## config.mk

```make
export PLATFORM = sky130hd
export DESIGN_NAME = spi_matmul_engine_flat
export DESIGN_NICKNAME = d
export VERILOG_FILES = /design/src/rtl/spi_matmul_pkg.sv /design/src/rtl/spi_matmul_engine_if.sv /design/src/rtl/spi_matmul_dot.sv /design/src/rtl/spi_matmul_engine.sv /design/src/flat_wrapper.sv
export SDC_FILE = /design/constraint.sdc
export NUM_CORES = 1
export LEC_CHECK = 0
export ABC_AREA = 1
export CORE_MARGIN = 5
export CORE_UTILIZATION = 65
export DETAILED_ROUTE_END_ITERATION = 16
export PLACE_DENSITY_LB_ADDON = 0.15
export SLEW_MARGIN = 20
export SYNTH_ARGS = -nofsm -noshare
export SYNTH_HDL_FRONTEND = slang
export SYNTH_HIERARCHICAL = 1
export SYNTH_SLANG_ARGS = --single-unit
```

## constraint.sdc

```tcl
create_clock -name spi_clk -period 11.6 [get_ports spi_clk]
set_clock_uncertainty 0.15 [all_clocks]
set_input_delay 2.9 -clock spi_clk [delete_from_list [all_inputs] [get_ports spi_clk]]
set_output_delay 2.9 -clock spi_clk [all_outputs]
set_load 0.005 [all_outputs]
```

## src/rtl/spi_matmul_pkg.sv

```systemverilog
// Shared definitions for the SPI matrix-multiply tile: FSM states, command
// field layout, and width helpers used by the engine and its dot product.
package spi_matmul_pkg;

  typedef enum logic [2:0] {
    ST_IDLE,
    ST_CMD,
    ST_LOAD_A,
    ST_LOAD_B,
    ST_OUTPUT,
    ST_DONE,
    ST_ERROR
  } state_t;

  localparam logic [3:0] CMD_MAGIC_DEFAULT = 4'hA;
  localparam int CMD_BITS      = 8;
  localparam int CMD_MAGIC_MSB = 7;
  localparam int CMD_MAGIC_LSB = 4;
  localparam int CMD_SAT_BIT   = 0;

  function automatic int clog2(input int value);
    int r;
    int v;
    r = 0;
    v = value - 1;
    while (v > 0) begin
      r = r + 1;
      v = v >> 1;
    end
    return r;
  endfunction

  // Full-precision width of an N-term sum of DW x DW products.
  function automatic int sum_width(input int dw, input int n);
    return 2 * dw + clog2(n);
  endfunction

endpackage

```

## src/rtl/spi_matmul_engine_if.sv

```systemverilog
// SPI pin bundle of the matmul tile plus its status flags.
interface spi_matmul_engine_if;
  logic spi_cs_n;
  logic spi_sdi;
  logic spi_sdo;
  logic busy_o;
  logic done_o;
  logic err_o;

  modport slave (
    input  spi_cs_n,
    input  spi_sdi,
    output spi_sdo,
    output busy_o,
    output done_o,
    output err_o
  );

  modport master (
    output spi_cs_n,
    output spi_sdi,
    input  spi_sdo,
    input  busy_o,
    input  done_o,
    input  err_o
  );
endinterface

```

## src/rtl/spi_matmul_dot.sv

```systemverilog
// Combinational N-term dot product with wrap/saturate output stage.
// SPI_MATMUL_SIGNED_EN: when defined, operands and sum are two's complement
// and saturation clamps to the signed RW-bit range.
module spi_matmul_dot
  import spi_matmul_pkg::*;
#(
  parameter int N  = 2,
  parameter int DW = 8,
  parameter int RW = 8,
  parameter int SW = sum_width(DW, N)
) (
  input  logic [N*DW-1:0] row,
  input  logic [N*DW-1:0] col,
  input  logic            sat_mode,
  output logic [RW-1:0]   res
);

`ifdef SPI_MATMUL_SIGNED_EN
  localparam logic [SW-1:0] MAX_V = {SW{1'b1}} >> (SW - RW + 1);
  localparam logic [SW-1:0] MIN_V = ~MAX_V;

  function automatic logic [RW-1:0] saturate(input logic signed [SW-1:0] v);
    if (v > $signed(MAX_V)) return MAX_V[RW-1:0];
    else if (v < $signed(MIN_V)) return MIN_V[RW-1:0];
    else return v[RW-1:0];
  endfunction

  logic signed [2*DW-1:0] prod;
  logic signed [SW-1:0]   sum;

  // Signed multiply-accumulate across the row/column pair.
  always_comb begin
    prod = '0;
    sum  = '0;
    for (int t = 0; t < N; t++) begin
      prod = $signed(row[t*DW +: DW]) * $signed(col[t*DW +: DW]);
      sum  = sum + {{(SW-2*DW){prod[2*DW-1]}}, prod};
    end
  end
`else
  localparam logic [SW-1:0] MAX_V = {SW{1'b1}} >> (SW - RW);

  function automatic logic [RW-1:0] saturate(input logic [SW-1:0] v);
    if (v > MAX_V) return MAX_V[RW-1:0];
    else return v[RW-1:0];
  endfunction

  logic [2*DW-1:0] prod;
  logic [SW-1:0]   sum;

  // Unsigned multiply-accumulate across the row/column pair.
  always_comb begin
    prod = '0;
    sum  = '0;
    for (int t = 0; t < N; t++) begin
      prod = row[t*DW +: DW] * col[t*DW +: DW];
      sum  = sum + {{(SW-2*DW){1'b0}}, prod};
    end
  end
`endif

  assign res = sat_mode ? saturate(sum) : sum[RW-1:0];

endmodule

```

## src/rtl/spi_matmul_engine.sv

```systemverilog
// SPI-slave NxN matrix multiplier (mode 0). Receives a command byte, then
// A and B row-major, and streams C = A x B back MSB first. The receive FSM
// runs on rising edges, result shifting on falling edges. Optional signed
// arithmetic is selected with SPI_MATMUL_SIGNED_EN (see spi_matmul_dot).
module spi_matmul_engine
  import spi_matmul_pkg::*;
#(
  parameter int         N         = 2,
  parameter int         DW        = 8,
  parameter int         RW        = 8,
  parameter logic [3:0] CMD_MAGIC = CMD_MAGIC_DEFAULT
) (
  input logic               spi_clk,
  input logic               rst_n,
  spi_matmul_engine_if.slave bus
);

  localparam int SW  = sum_width(DW, N);
  localparam int NE  = N * N;
  localparam int EW  = clog2(NE);
  localparam int RXW = (DW > CMD_BITS) ? DW : CMD_BITS;
  localparam int BW  = clog2(RXW);
  localparam int IW  = clog2(N);
  localparam int TW  = clog2(RW);

  // Chip select high clears the transaction state just like reset does.
  logic clr_n;
  assign clr_n = rst_n & ~bus.spi_cs_n;

  state_t          state;
  logic [BW-1:0]   bit_cnt;
  logic [EW-1:0]   elem_cnt;
  logic [RXW-2:0]  rx;
  logic [RXW-1:0]  rx_next;
  logic            sat_mode;
  logic            busy_r;
  logic            err_r;
  logic            done_r;
  logic            sdo_r;
  logic [IW-1:0]   row_i;
  logic [IW-1:0]   col_j;
  logic [TW-1:0]   tx_bit;
  logic [RW-2:0]   tx;
  logic [DW-1:0]   mem_a [NE];
  logic [DW-1:0]   mem_b [NE];
  logic [N*DW-1:0] row_v;
  logic [N*DW-1:0] col_v;
  logic [RW-1:0]   dot_res;
  logic            cmd_last;
  logic            elem_done;
  logic            elem_last;
  logic            wr_a;
  logic            wr_b;

  assign rx_next   = {rx, bus.spi_sdi};
  assign cmd_last  = (bit_cnt == BW'(CMD_BITS - 1));
  assign elem_done = (bit_cnt == BW'(DW - 1));
  assign elem_last = (elem_cnt == EW'(NE - 1));
  assign wr_a      = (state == ST_LOAD_A) && elem_done;
  assign wr_b      = (state == ST_LOAD_B) && elem_done;

  // Receive FSM: shift SDI in, frame command and operand elements.
  always_ff @(posedge spi_clk or negedge clr_n) begin
    if (!clr_n) begin
      state    <= ST_IDLE;
      bit_cnt  <= '0;
      elem_cnt <= '0;
      rx       <= '0;
      sat_mode <= 1'b0;
      busy_r   <= 1'b0;
      err_r    <= 1'b0;
    end else begin
      rx <= rx_next[RXW-2:0];
      case (state)
        ST_IDLE: begin
          state   <= ST_CMD;
          busy_r  <= 1'b1;
          bit_cnt <= BW'(1);
        end
        ST_CMD: begin
          if (cmd_last) begin
            bit_cnt <= '0;
            if (rx_next[CMD_MAGIC_MSB:CMD_MAGIC_LSB] == CMD_MAGIC) begin
              sat_mode <= rx_next[CMD_SAT_BIT];
              state    <= ST_LOAD_A;
            end else begin
              state  <= ST_ERROR;
              busy_r <= 1'b0;
              err_r  <= 1'b1;
            end
          end else begin
            bit_cnt <= bit_cnt + BW'(1);
          end
        end
        ST_LOAD_A, ST_LOAD_B: begin
          if (elem_done) begin
            bit_cnt <= '0;
            if (elem_last) begin
              elem_cnt <= '0;
              state    <= (state == ST_LOAD_A) ? ST_LOAD_B : ST_OUTPUT;
            end else begin
              elem_cnt <= elem_cnt + EW'(1);
            end
          end else begin
            bit_cnt <= bit_cnt + BW'(1);
          end
        end
        ST_OUTPUT: begin
          if (done_r) begin
            state  <= ST_DONE;
            busy_r <= 1'b0;
          end
        end
        default: ;
      endcase
    end
  end

  // Operand storage survives chip-select deassertion; only rst_n clears it.
  always_ff @(posedge spi_clk or negedge rst_n) begin
    if (!rst_n) begin
      for (int e = 0; e < NE; e++) begin
        mem_a[e] <= '0;
        mem_b[e] <= '0;
      end
    end else begin
      if (wr_a) mem_a[elem_cnt] <= rx_next[DW-1:0];
      if (wr_b) mem_b[elem_cnt] <= rx_next[DW-1:0];
    end
  end

  // Select row i of A and column j of B for the element being launched.
  always_comb begin
    row_v = '0;
    col_v = '0;
    for (int t = 0; t < N; t++) begin
      row_v[t*DW +: DW] = mem_a[EW'(int'(row_i) * N + t)];
      col_v[t*DW +: DW] = mem_b[EW'(t * N + int'(col_j))];
    end
  end

  spi_matmul_dot #(
    .N (N),
    .DW(DW),
    .RW(RW),
    .SW(SW)
  ) u_dot (
    .row     (row_v),
    .col     (col_v),
    .sat_mode(sat_mode),
    .res     (dot_res)
  );

  // Transmit side: load each result at bit 0, then shift out MSB first.
  always_ff @(negedge spi_clk or negedge clr_n) begin
    if (!clr_n) begin
      row_i  <= '0;
      col_j  <= '0;
      tx_bit <= '0;
      tx     <= '0;
      sdo_r  <= 1'b0;
      done_r <= 1'b0;
    end else if (done_r || state != ST_OUTPUT) begin
      sdo_r <= 1'b0;
    end else begin
      if (tx_bit == '0) begin
        tx    <= dot_res[RW-2:0];
        sdo_r <= dot_res[RW-1];
      end else begin
        tx    <= {tx[RW-3:0], 1'b0};
        sdo_r <= tx[RW-2];
      end
      if (tx_bit == TW'(RW - 1)) begin
        tx_bit <= '0;
        if (row_i == IW'(N - 1) && col_j == IW'(N - 1)) begin
          done_r <= 1'b1;
        end else if (col_j == IW'(N - 1)) begin
          col_j <= '0;
          row_i <= row_i + IW'(1);
        end else begin
          col_j <= col_j + IW'(1);
        end
      end else begin
        tx_bit <= tx_bit + TW'(1);
      end
    end
  end

  assign bus.spi_sdo = sdo_r;
  assign bus.busy_o  = busy_r & ~done_r;
  assign bus.done_o  = done_r;
  assign bus.err_o   = err_r;

endmodule

```

## src/flat_wrapper.sv

```systemverilog
// flat-port wrapper written by rule: the top's interface ports become plain ports
module spi_matmul_engine_flat import spi_matmul_pkg::*;
#(
  parameter int         N         = 2,
  parameter int         DW        = 8,
  parameter int         RW        = 8,
  parameter logic [3:0] CMD_MAGIC = CMD_MAGIC_DEFAULT
)
  (spi_clk, rst_n, bus_spi_cs_n, bus_spi_sdi, bus_spi_sdo, bus_busy_o, bus_done_o, bus_err_o);
  spi_matmul_engine_if bus_i ();
  input logic spi_clk;
  input logic rst_n;
  input wire logic [$bits(bus_i.spi_cs_n)-1:0] bus_spi_cs_n;
  input wire logic [$bits(bus_i.spi_sdi)-1:0] bus_spi_sdi;
  output wire logic [$bits(bus_i.spi_sdo)-1:0] bus_spi_sdo;
  output wire logic [$bits(bus_i.busy_o)-1:0] bus_busy_o;
  output wire logic [$bits(bus_i.done_o)-1:0] bus_done_o;
  output wire logic [$bits(bus_i.err_o)-1:0] bus_err_o;
  assign bus_i.spi_cs_n = bus_spi_cs_n;
  assign bus_i.spi_sdi = bus_spi_sdi;
  assign bus_spi_sdo = bus_i.spi_sdo;
  assign bus_busy_o = bus_i.busy_o;
  assign bus_done_o = bus_i.done_o;
  assign bus_err_o = bus_i.err_o;
  spi_matmul_engine #(.N(N), .DW(DW), .RW(RW), .CMD_MAGIC(CMD_MAGIC)) u_core (.spi_clk(spi_clk), .rst_n(rst_n), .bus(bus_i));
endmodule
```

==> results of run 1 <==
-- cell type report --
| type | instances | area, um^2 |
|---|---|---|
| Clock buffer | 11 | 232.7 |
| Clock inverter | 5 | 63.81 |
| Timing Repair Buffer | 93 | 729.5 |
| Inverter | 284 | 1069 |
| Fill cell | 1072 | 3506 |
| Tap cell | 184 | 230.2 |
| Sequential cell | 96 | 2402 |
| Multi-Input combinational cell | 837 | 6136 |
-- synth_stat cells, drive strengths merged --
| cell | n |
|---|---|
| buf | 17 |
| o21ai | 18 |
| nand4 | 6 |
| o21a | 1 |
| nor2 | 23 |
| nand2 | 527 |
| ha | 74 |
| xnor2 | 3 |
| and2 | 3 |
| o22ai | 1 |
| o21bai | 3 |
| nand3 | 63 |
| fa | 97 |
| dfrtn | 14 |
| clkbuf | 39 |
| clkinv | 4 |
| xor2 | 2 |
| dfrtp | 82 |
| a21oi | 11 |
| nand3b | 2 |
| inv | 280 |
| nor3 | 2 |
| o211ai | 1 |
-- worst min path at each step --
stage | startpoint | end | slack, ns | depth (start not counted)
after floorplan | u_core/rx[0] | u_core/rx[1] | 0.20 | 0
after global placement | u_core/tx[2] | u_core/tx[2] | 0.28 | 2
after detailed placement | u_core/tx[4] | u_core/tx[4] | 0.28 | 2
after CTS | u_core/tx[4] | u_core/tx[4] | 0.29 | 2
after global routing | u_core/tx[5] | u_core/tx[5] | 0.30 | 2
final | u_core/tx[4] | u_core/tx[4] | 0.28 | 2
-- through the flow --
| step | cell area (um^2) | setup WS (ns) | hold WS [ns] |
|---|---|---|---|
| final | 10860 | -0.09371 | 0.2843 |
| after global routing | 10860 | -0.3799 | 0.3025 |
| after CTS | 10730 | -0.04598 | 0.2856 |
| after detailed placement | 9966 | -0.4074 | 0.2841 |
| after global placement | 9966 | -0.3254 | 0.2771 |
| after floorplan | 9443 | 0.01297 | 0.1987 |
-- per-layer routing --
| layer | routed length (um) | up-vias | global-route usage, % |
|---|---|---|---|
| li1 | - | 3805 | - |
| met1 | 9247 | 3673 | 36.15 |
| met2 | 10650 | 209 | 45.84 |
| met3 | 960 | 53 | 3.193 |
| met4 | 597 | 0 | 9.474 |
| met5 | 0 | - | 0 |
-- worst max-delay path, delay by kind of cell (launching register included) --
family                   cells  cell delay (ns)
AND/OR/NAND/NOR             17             1.48
flip-flops                   1             0.40
adder cells (fa/ha/maj)      7             3.33
buffers and inverters        6             0.34
AO/OA/AOI/OAI                1             0.06
-- power breakdown --
group	switching [W]	internal, W	total [W]
clock network	0.000130	0.000170	0.000300
registers	0.00000927	0.000344	0.000353
logic	0.0000436	0.0000288	0.0000724
-- logic make-up (layout without fill, tap and decap cells) --
kind of cell,count (synthesis),after routing,share of synthesized area (%)
simple gates,626,626,27.65
buf+inv,340,393,13.87
fa+ha+maj,171,171,30.48
flops,96,96,25.53
compound gates,35,35,2.008
xor+xnor,5,5,0.4655
-- cells in the final DEF (no fill, tap or decap), types with 3 or more instances in the layout --
cell type / Yosys / layout
sky130_fd_sc_hd__nand3_1: 60 / 54
sky130_fd_sc_hd__fa_2: 0 / 9
sky130_fd_sc_hd__nand4_1: 6 / 6
sky130_fd_sc_hd__xnor2_1: 3 / 3
sky130_fd_sc_hd__nand2_1: 513 / 462
sky130_fd_sc_hd__nand3_2: 2 / 8
sky130_fd_sc_hd__dfrtn_1: 14 / 14
sky130_fd_sc_hd__clkbuf_16: 0 / 9
sky130_fd_sc_hd__nand2_4: 5 / 23
sky130_fd_sc_hd__a21oi_1: 11 / 9
sky130_fd_sc_hd__nor2_4: 1 / 7
sky130_fd_sc_hd__inv_6: 0 / 3
sky130_fd_sc_hd__ha_4: 0 / 8
sky130_fd_sc_hd__nor2_2: 4 / 3
sky130_fd_sc_hd__o21bai_1: 3 / 3
sky130_fd_sc_hd__nor2_1: 16 / 11
sky130_fd_sc_hd__inv_2: 4 / 20
sky130_fd_sc_hd__ha_1: 74 / 66
sky130_fd_sc_hd__dfrtp_1: 82 / 82
sky130_fd_sc_hd__nand2_2: 9 / 42
sky130_fd_sc_hd__fa_1: 97 / 88
sky130_fd_sc_hd__buf_4: 3 / 81
sky130_fd_sc_hd__buf_6: 0 / 5
sky130_fd_sc_hd__clkdlybuf4s50_1: 0 / 6
sky130_fd_sc_hd__inv_1: 276 / 260
sky130_fd_sc_hd__o21ai_0: 18 / 8
sky130_fd_sc_hd__o21ai_1: 0 / 9
-- state kept, by name (all words and copies together), names as in the netlist, 2 cells and up --
name             cells
u_core/mem_a        32
u_core/mem_b        32
u_core/rx            7
u_core/tx            7
u_core/bit_cnt       3
u_core/state         3
u_core/tx_bit        3
u_core/elem_cnt      2
-- timing repair --
item / 4_1_cts / 5_1_grt
pin swaps: 77 / 28
gates resized for setup: 103 / 34
endpoints found under the setup margin: 8 / 8
buffers inserted: 16 / 8
cloned: 0 / 0
==> impl_metrics.env, run 1 <==
export IMPL_status="finished, violations left"
export IMPL_violations="negative setup slack"
export IMPL_postRouteAntennaNets=0
export IMPL_setup_reg_to_reg_worst_slack_ns=-0.09
export IMPL_grt_pass1_vias=7748
export IMPL_rr_startpoint="u_core/mem_a[27]"
export IMPL_postSynthNetCount=1448
export IMPL_post_synth_instance_area_um2=9409
export IMPL_starting_density_pct=65.48
export IMPL_post_place_cells=1470
export IMPL_hold_viol_final=0
export IMPL_max_vdd_ir_drop_mv=0.1155
export IMPL_layout_drive_gt1_share_pct=17.57
export IMPL_die_area_um2=16980
export IMPL_timing_critical_path_from="u_core/mem_a[27]"
export IMPL_number_of_antenna_violations_at_the_first_check_in_global_routing=0
export IMPL_grt_first_pass_wirelength_um=36420
export IMPL_maxCapViolCount=0
export IMPL_synth_distinct_cells=36
export IMPL_numClockSinks=96
export IMPL_hp_class="reg2reg"
export IMPL_setup_violations=8
export IMPL_post_drt_wl_per_cell_um=14.21
export IMPL_vias=7740
export IMPL_total_leakage_power_nw=6.694
export IMPL_synth_top_cell_area_share_pct=21.81
export IMPL_drt_first_pass_iters=7
export IMPL_synth_area_leader_cell="sky130_fd_sc_hd__dfrtp_1"
export IMPL_design_core_area_um2=14370
export IMPL_cp_start_kind="flop"
export IMPL_layout_area_overhead_vs_synth_pct=15.45
export IMPL_n_antenna_cell=0
export IMPL_port_buffer_count=7
export IMPL_cts_max_level=3
export IMPL_gp_congestion=0.8980
export IMPL_die_w_um=130.3
export IMPL_cts_hold_repair_buffers=0
export IMPL_cts_max_path_buffers=2
export IMPL_cp_required_ns=5.84
export IMPL_synth_area_per_cell_um2=7.391
export IMPL_post_layout_total_power_w=0.0007251
export IMPL_regToRegEndpoint="u_core/tx[1]"
export IMPL_critical_path_class="reg2reg"
export IMPL_globalRouteTotalUtil_pct=27.01
export IMPL_grt_setup_unrepaired="yes"
export IMPL_worst_reg2reg_path_length_in_cells=31
export IMPL_first_iter_violations=364
export IMPL_synthesis_instances=1273
export IMPL_clk_latency_ns=0.34
export IMPL_grt_overflow_total=0
export IMPL_timing_critical_path_to_type="flop"
export IMPL_slew_headroom_pct=42.52
export IMPL_post_detailed_route_via_to_cell_ratio=5.126
export IMPL_dp_final_hpwl_um=16650
export IMPL_cts_buffers=9
export IMPL_tritoncts="done"
export IMPL_cpMaxStageDelayCell="sky130_fd_sc_hd__fa_1"
export IMPL_setup_tns_ns=-0.4809
export IMPL_detail_route_wirelength_um=21460
export IMPL_nNetsFinal=1496
export IMPL_rows=44
export IMPL_synth_seq_cells=96
export IMPL_timing_critical_path_arrival_ns=5.94
export IMPL_top_post_synthesis_cells_by_area="sky130_fd_sc_hd__dfrtp_1 22%, sky130_fd_sc_hd__fa_1 21%, sky130_fd_sc_hd__nand2_1 20%"
export IMPL_cp_max_fo=8
export IMPL_floorplan_io_pins=8
export IMPL_total_of_warnings_raised_by_yosys=6
export IMPL_slew_worst_pin_ns=0.8602
export IMPL_final_cell_count_no_fill=1510
export IMPL_remaining_drc_errors=0
export IMPL_die_h_um=130.3
export IMPL_worst_setup_path_endpoint="u_core/tx[1]"
export IMPL_final_critical_path_setup_slack_ns=-0.09371
export IMPL_cts_root_buffer_cell="sky130_fd_sc_hd__clkbuf_16"
export IMPL_share_of_the_core_filled_with_cells_pct=75.60
export IMPL_finalMaxSlewViolations=0
export IMPL_grt_max_degree=65
export IMPL_clkTransAtPathRegs_ns=0.06
export IMPL_power_per_cell_area_nw_per_um2=66.75
export IMPL_synth_yosys_seq_area_share_pct=25.53
export IMPL_slowest_delay_ns=0.54
(Power assumes the default switching activity.)
==> inputs of run 2 (changes only) <==
Settings changed: ABC_CLOCK_PERIOD_IN_PS from default to 11600, GPL_TIMING_DRIVEN from default to 0.
==> impl_metrics.env, run 2 (synthesis gave the netlist of run 1 again) <==
export IMPL_cp_max_fo=8
export IMPL_pwr_share_comb_pct=12.1
export IMPL_die_w_um=130.3
export IMPL_layout_area_overhead_vs_synth_pct=17.91
export IMPL_drt_first_pass_iters=5
export IMPL_postLayoutCellArea_um2=11090
export IMPL_post_detailed_route_via_to_cell_ratio=5.236
export IMPL_first_iter_violations=652
export IMPL_fin_hold_ws_ns=0.2221
export IMPL_detail_route_wirelength_um=22810
export IMPL_hp_class="reg2reg"
export IMPL_slew_headroom_pct=56.86
export IMPL_grt_setup_unrepaired="yes"
export IMPL_postPlaceCellArea_um2=9803
export IMPL_violations="negative setup slack"
export IMPL_post_layout_total_power_w=0.0007205
export IMPL_max_vdd_ir_drop_mv=0.1105
export IMPL_final_critical_path_setup_slack_ns=-0.2191
export IMPL_grt_pass1_vias=7854
export IMPL_number_of_antenna_violations_at_the_first_check_in_global_routing=0
export IMPL_floorplan_io_pins=8
export IMPL_grt_overflow_total=0
export IMPL_clockPowerShare_pct=39.4
export IMPL_status="finished, violations left"
export IMPL_gp_congestion=0.9059
export IMPL_cts_max_path_buffers=2
export IMPL_slowest_delay_ns=0.57
export IMPL_slew_worst_pin_ns=0.6471
export IMPL_rows=44
export IMPL_cpMaxStageDelayCell="sky130_fd_sc_hd__fa_1"
export IMPL_tritoncts="done"
export IMPL_cts_root_buffer_cell="sky130_fd_sc_hd__clkbuf_16"
export IMPL_timing_critical_path_to_type="flop"
export IMPL_layout_area_seq_um2=2402
export IMPL_vias=7933
export IMPL_filler_cell_count=1013
export IMPL_hold_viol_final=0
export IMPL_layout_drive_gt1_share_pct=20.44
export IMPL_die_h_um=130.3
export IMPL_cell_internal_pwr_w=0.0005376
export IMPL_remaining_drc_errors=0
export IMPL_cts_max_level=3
export IMPL_postRouteAntennaNets=0
export IMPL_dp_final_hpwl_um=16200
export IMPL_numClockSinks=96
export IMPL_share_of_power_burned_in_registers_pct=48.5
export IMPL_grt_max_degree=57
export IMPL_grt_first_pass_wirelength_um=37490
export IMPL_port_buffer_count=7
export IMPL_cts_hold_repair_buffers=0
export IMPL_cp_start_kind="flop"
export IMPL_clk_latency_ns=0.34
export IMPL_cts_buffers=9
export IMPL_nNetsFinal=1501
export IMPL_critical_path_class="reg2reg"
export IMPL_design_core_area_um2=14370
export IMPL_globalRouteTotalUtil_pct=27.96
export IMPL_top_regs="u_core/mem_a (32), u_core/mem_b (32)"
export IMPL_total_leakage_power_nw=6.784
export IMPL_netSwitchingPower_w=0.0001830
export IMPL_netSwitchingFraction_pct=25.39
export IMPL_share_of_the_core_filled_with_cells_pct=77.21
export IMPL_starting_density_pct=65.48
export IMPL_timing_critical_path_mode_cell="sky130_fd_sc_hd__nand2_2"
export IMPL_finalMaxSlewViolations=0
export IMPL_die_area_um2=16980
export IMPL_layout_common_cells="432 x sky130_fd_sc_hd__nand2_1, 254 x sky130_fd_sc_hd__inv_1, 92 x sky130_fd_sc_hd__fa_1"
export IMPL_setup_violations=8
export IMPL_timing_critical_path_arrival_ns=6.05
export IMPL_maxCapViolCount=0
export IMPL_power_per_cell_area_nw_per_um2=64.95
export IMPL_clkTransAtPathRegs_ns=0.06
export IMPL_total_area_of_multi_input_combinational_cells_um2=6309
export IMPL_post_drt_wl_per_cell_um=15.05
export IMPL_layout_cells_most_common="sky130_fd_sc_hd__nand2_1"
export IMPL_cp_required_ns=5.84
export IMPL_n_antenna_cell=0
==> run 2: cell types whose count changed in the layout (fill, tap and decap cells not counted), sizes merged <==
| cell | delta |
|---|---|
| clkinvlp | -1 |
| bufinv | -1 |
| inv | -1 |
| clkinv | +3 |
| clkbuf | +12 |
| buf | -7 |
==> run 2: stage by stage <==
| step | worst slack [ns] | std cells | setup TNS [ns] |
|---|---|---|---|
| 2_1_floorplan | 0.01297 | 1273 | 0 |
| 3_3_place_gp | -2.504 | 1464 | -40.22 |
| 3_5_place_dp | -0.7943 | 1466 | -5.868 |
| 4_1_cts | -0.1184 | 1503 | -0.7962 |
| 5_1_grt | -0.4281 | 1515 | -3.191 |
| 6_report | -0.2191 | 1515 | -1.517 |
==> run 2: what timing repair did <==
item                                   4_1_cts  5_1_grt
endpoints found under the hold margin        0        0
pin swaps                                   86       46
gates resized for setup                    141       71
setup endpoints to repair                    8        8
buffers inserted                            43       14
==> run 2: path summary, 6_finish.rpt <==
| check | startpoint | to | slack, ns | cells past startpoint |
|---|---|---|---|---|
| min in group asynchronous | rst_n | u_core/mem_b[24] | 2.24 | 1 |
| max in group asynchronous | bus_spi_cs_n | u_core/tx[0] | 2.25 | 3 |
| worst max-delay path | u_core/mem_b[20] | u_core/tx[6] | -0.22 | 31 |
| worst max register to register | u_core/mem_b[20] | u_core/tx[6] | -0.22 | 31 |
| worst min-delay path | u_core/rx[0] | u_core/rx[1] | 0.22 | 0 |
| worst min register to register | u_core/rx[0] | u_core/rx[1] | 0.22 | 0 |
==> run 2: critical path: cells and delay by family (launching register included) <==
family	cells	cell delay [ns]
adder cells (fa/ha/maj)	7	3.39
AND/OR/NAND/NOR	15	1.27
buffers and inverters	7	0.41
flip-flops	1	0.40
AO/OA/AOI/OAI	2	0.24
==> run 2: area by class of cell <==
type,count,area share (%)
multi-input combinational,837,56.86
sequential,96,21.65
inverter,284,9.631
timing repair buffer,66,5.323
clock buffer,11,2.289
tap,184,2.075
buffer,32,1.827
clock inverter,5,0.3383
==> run 2: per-layer routing <==
metal | part of all wire [%] | wire length (um) | global-route usage [%]
met5 | 0 | 0 | 0
met4 | 2.6 | 589 | 9.597
met3 | 5.5 | 1253 | 2.783
met2 | 49 | 11120 | 46.59
met1 | 43 | 9844 | 38.56
==> run 2: power by group through the flow <==
stage          Combinational, W  Sequential [W]  Clock, W
2_1_floorplan         0.0000438        0.000354         0
3_3_place_gp          0.0000642        0.000355         0
3_5_place_dp          0.0000690        0.000355         0
4_1_cts               0.0000840        0.000349  0.000290
5_1_grt               0.0000964        0.000350  0.000306
6_report              0.0000872        0.000349  0.000284
==> inputs of run 3 (changes only) <==
Settings changed: CORE_UTILIZATION 65 to 70.
==> impl_metrics.env, run 3 (synthesis gave the netlist of run 1 again) <==
export IMPL_status="finished, violations left"
export IMPL_violations="negative setup slack"
export IMPL_floorplan_io_pins=8
export IMPL_nNetsFinal=1483
export IMPL_max_vdd_ir_drop_mv=0.1085
export IMPL_drt_first_pass_iters=5
export IMPL_timing_critical_path_mode_cell="sky130_fd_sc_hd__nand2_1"
export IMPL_total_leakage_power_nw=6.666
export IMPL_global_route_met2_usage_pct=49.20
export IMPL_cpMaxStageDelayCell="sky130_fd_sc_hd__fa_1"
export IMPL_clk_latency_ns=0.34
export IMPL_gp_congestion=0.9011
export IMPL_final_critical_path_setup_slack_ns=-0.2670
export IMPL_rows=42
export IMPL_hold_path_startpoint="u_core/rx[0]"
export IMPL_postLayoutCellArea_um2=10750
export IMPL_die_h_um=125.9
export IMPL_filler_cell_count=859
export IMPL_layout_area_seq_um2=2402
export IMPL_detail_route_wirelength_um=22480
export IMPL_slew_worst_pin_ns=0.6235
export IMPL_port_buffer_count=7
export IMPL_layout_drive_gt1_share_pct=15.38
export IMPL_globalRouteMet1Util_pct=39.48
export IMPL_slowest_delay_ns=0.55
export IMPL_cp_required_ns=5.84
export IMPL_die_area_um2=15860
export IMPL_power_per_cell_area_nw_per_um2=66.21
export IMPL_grt_overflow_total=0
export IMPL_cp_max_fo=8
export IMPL_starting_density_pct=71.33
export IMPL_share_of_the_core_filled_with_cells_pct=81.49
export IMPL_postPlaceCellArea_um2=9786
export IMPL_setup_violations=8
export IMPL_globalRouteTotalUtil_pct=29.53
export IMPL_design_core_area_um2=13190
export IMPL_timing_hold_worst_endpoint="u_core/rx[1]"
export IMPL_timing_critical_path_to_type="flop"
export IMPL_grt_setup_unrepaired="yes"
export IMPL_cts_buffers=9
export IMPL_critical_path_class="reg2reg"
export IMPL_grt_max_degree=37
export IMPL_cp_start_kind="flop"
export IMPL_layout_area_overhead_vs_synth_pct=14.24
export IMPL_numClockSinks=96
export IMPL_timing_critical_path_arrival_ns=6.11
export IMPL_dp_final_hpwl_um=16340
export IMPL_maxCapViolCount=0
export IMPL_slew_headroom_pct=58.44
export IMPL_rr_startpoint="u_core/mem_a[20]"
export IMPL_first_iter_violations=703
export IMPL_post_detailed_route_via_to_cell_ratio=5.357
export IMPL_cts_root_buffer_cell="sky130_fd_sc_hd__clkbuf_16"
export IMPL_postRouteAntennaNets=0
export IMPL_regToRegEndpoint="u_core/tx[1]"
export IMPL_tritoncts="done"
export IMPL_number_of_antenna_violations_at_the_first_check_in_global_routing=0
export IMPL_grt_most_used_layer="met2"
export IMPL_die_w_um=125.9
export IMPL_cts_max_level=3
export IMPL_worst_reg2reg_path_length_in_cells=33
export IMPL_cts_max_path_buffers=2
export IMPL_grt_pass1_vias=8087
export IMPL_hp_class="reg2reg"
export IMPL_clkTransAtPathRegs_ns=0.06
export IMPL_setup_reg_to_reg_worst_slack_ns=-0.27
export IMPL_top_regs="u_core/mem_a (32), u_core/mem_b (32)"
export IMPL_finalMaxSlewViolations=0
export IMPL_grt_first_pass_wirelength_um=38150
export IMPL_layout_common_cells="459 x sky130_fd_sc_hd__nand2_1, 265 x sky130_fd_sc_hd__inv_1, 95 x sky130_fd_sc_hd__fa_1"
export IMPL_vias=7977
export IMPL_layout_cells_most_common="sky130_fd_sc_hd__nand2_1"
export IMPL_hold_viol_final=0
export IMPL_worst_hold_path_num_cells=0
export IMPL_total_area_of_multi_input_combinational_cells_um2=6147
export IMPL_post_drt_wl_per_cell_um=15.10
export IMPL_remaining_drc_errors=0
export IMPL_n_antenna_cell=0
export IMPL_grtUsageMet3_pct=4.657
run 3: cell count changes in the layout (fill, tap and decap cells not counted), sizes merged:
cell / change
bufinv: +1
clkbuf: +4
buf: -21
inv: -2
run 3: report_power, final:
group | switching [W] | leakage (nW) | total, W | internal, W
clock network | 0.000118 | 0.140 | 0.000284 | 0.000166
logic | 0.0000504 | 5.26 | 0.0000785 | 0.0000281
registers | 0.00000538 | 1.27 | 0.000349 | 0.000344
total | 0.000174 | 6.67 | 0.000712 | 0.000538
run 3: layout make-up:
| cell class | instances | area share [%] |
|---|---|---|
| Buffer | 34 | 2.130 |
| Clock buffer | 12 | 2.200 |
| Clock inverter | 4 | 0.4190 |
| Inverter | 284 | 9.941 |
| Multi-Input combinational cell | 837 | 57.19 |
| Sequential cell | 96 | 22.35 |
| Tap cell | 176 | 2.049 |
| Timing Repair Buffer | 46 | 3.725 |
run 3: worst max path at each step:
stage	start	endpoint	slack [ns]	cells after the start
finish	u_core/mem_a[20]	u_core/tx[1]	-0.27	33
global route	u_core/mem_a[4]	u_core/tx[1]	-0.59	34
CTS	u_core/mem_a[20]	u_core/tx[1]	-0.11	33
detailed placement	u_core/mem_a[1]	u_core/tx[6]	-0.77	28
global placement	rst_n	u_core/tx[4]	-2.47	3
floorplan	u_core/mem_b[22]	u_core/tx[1]	0.01	34
run 3: timing repair:
action	in CTS	in global routing
setup endpoints to repair	8	8
gates resized for setup	115	35
cloned	0	0
buffers inserted	33	4
hold buffers	0	0
pin swaps	71	32
run 3: critical path: cells and delay by family, from the launching register on:
| kind | cells | cell delay (ns) |
|---|---|---|
| compound gates | 2 | 0.27 |
| buf+inv | 8 | 0.60 |
| simple gates | 16 | 1.28 |
| fa+ha+maj | 7 | 3.23 |
| flops | 1 | 0.38 |
run 3: through the flow:
step / setup WS (ns) / cells / hold WS, ns / total power [W] / setup TNS (ns)
5_1_grt: -0.5884 / 1489 / 0.2263 / 0.0007429 / -4.553
2_1_floorplan: 0.01297 / 1273 / 0.1987 / 0.0003977 / 0
3_5_place_dp: -0.7722 / 1458 / 0.2050 / 0.0004222 / -5.345
3_3_place_gp: -2.467 / 1456 / 0.2032 / 0.0004183 / -40.01
4_1_cts: -0.1065 / 1485 / 0.2175 / 0.0007118 / -0.7477
6_report: -0.2670 / 1489 / 0.2151 / 0.0007117 / -1.999
run 3: metal layers:
layer | up-vias | routed length (um)
met5 | - | 0
met4 | 0 | 779
met3 | 59 | 1533
met2 | 341 | 10850
met1 | 3809 | 9317
li1 | 3768 | -
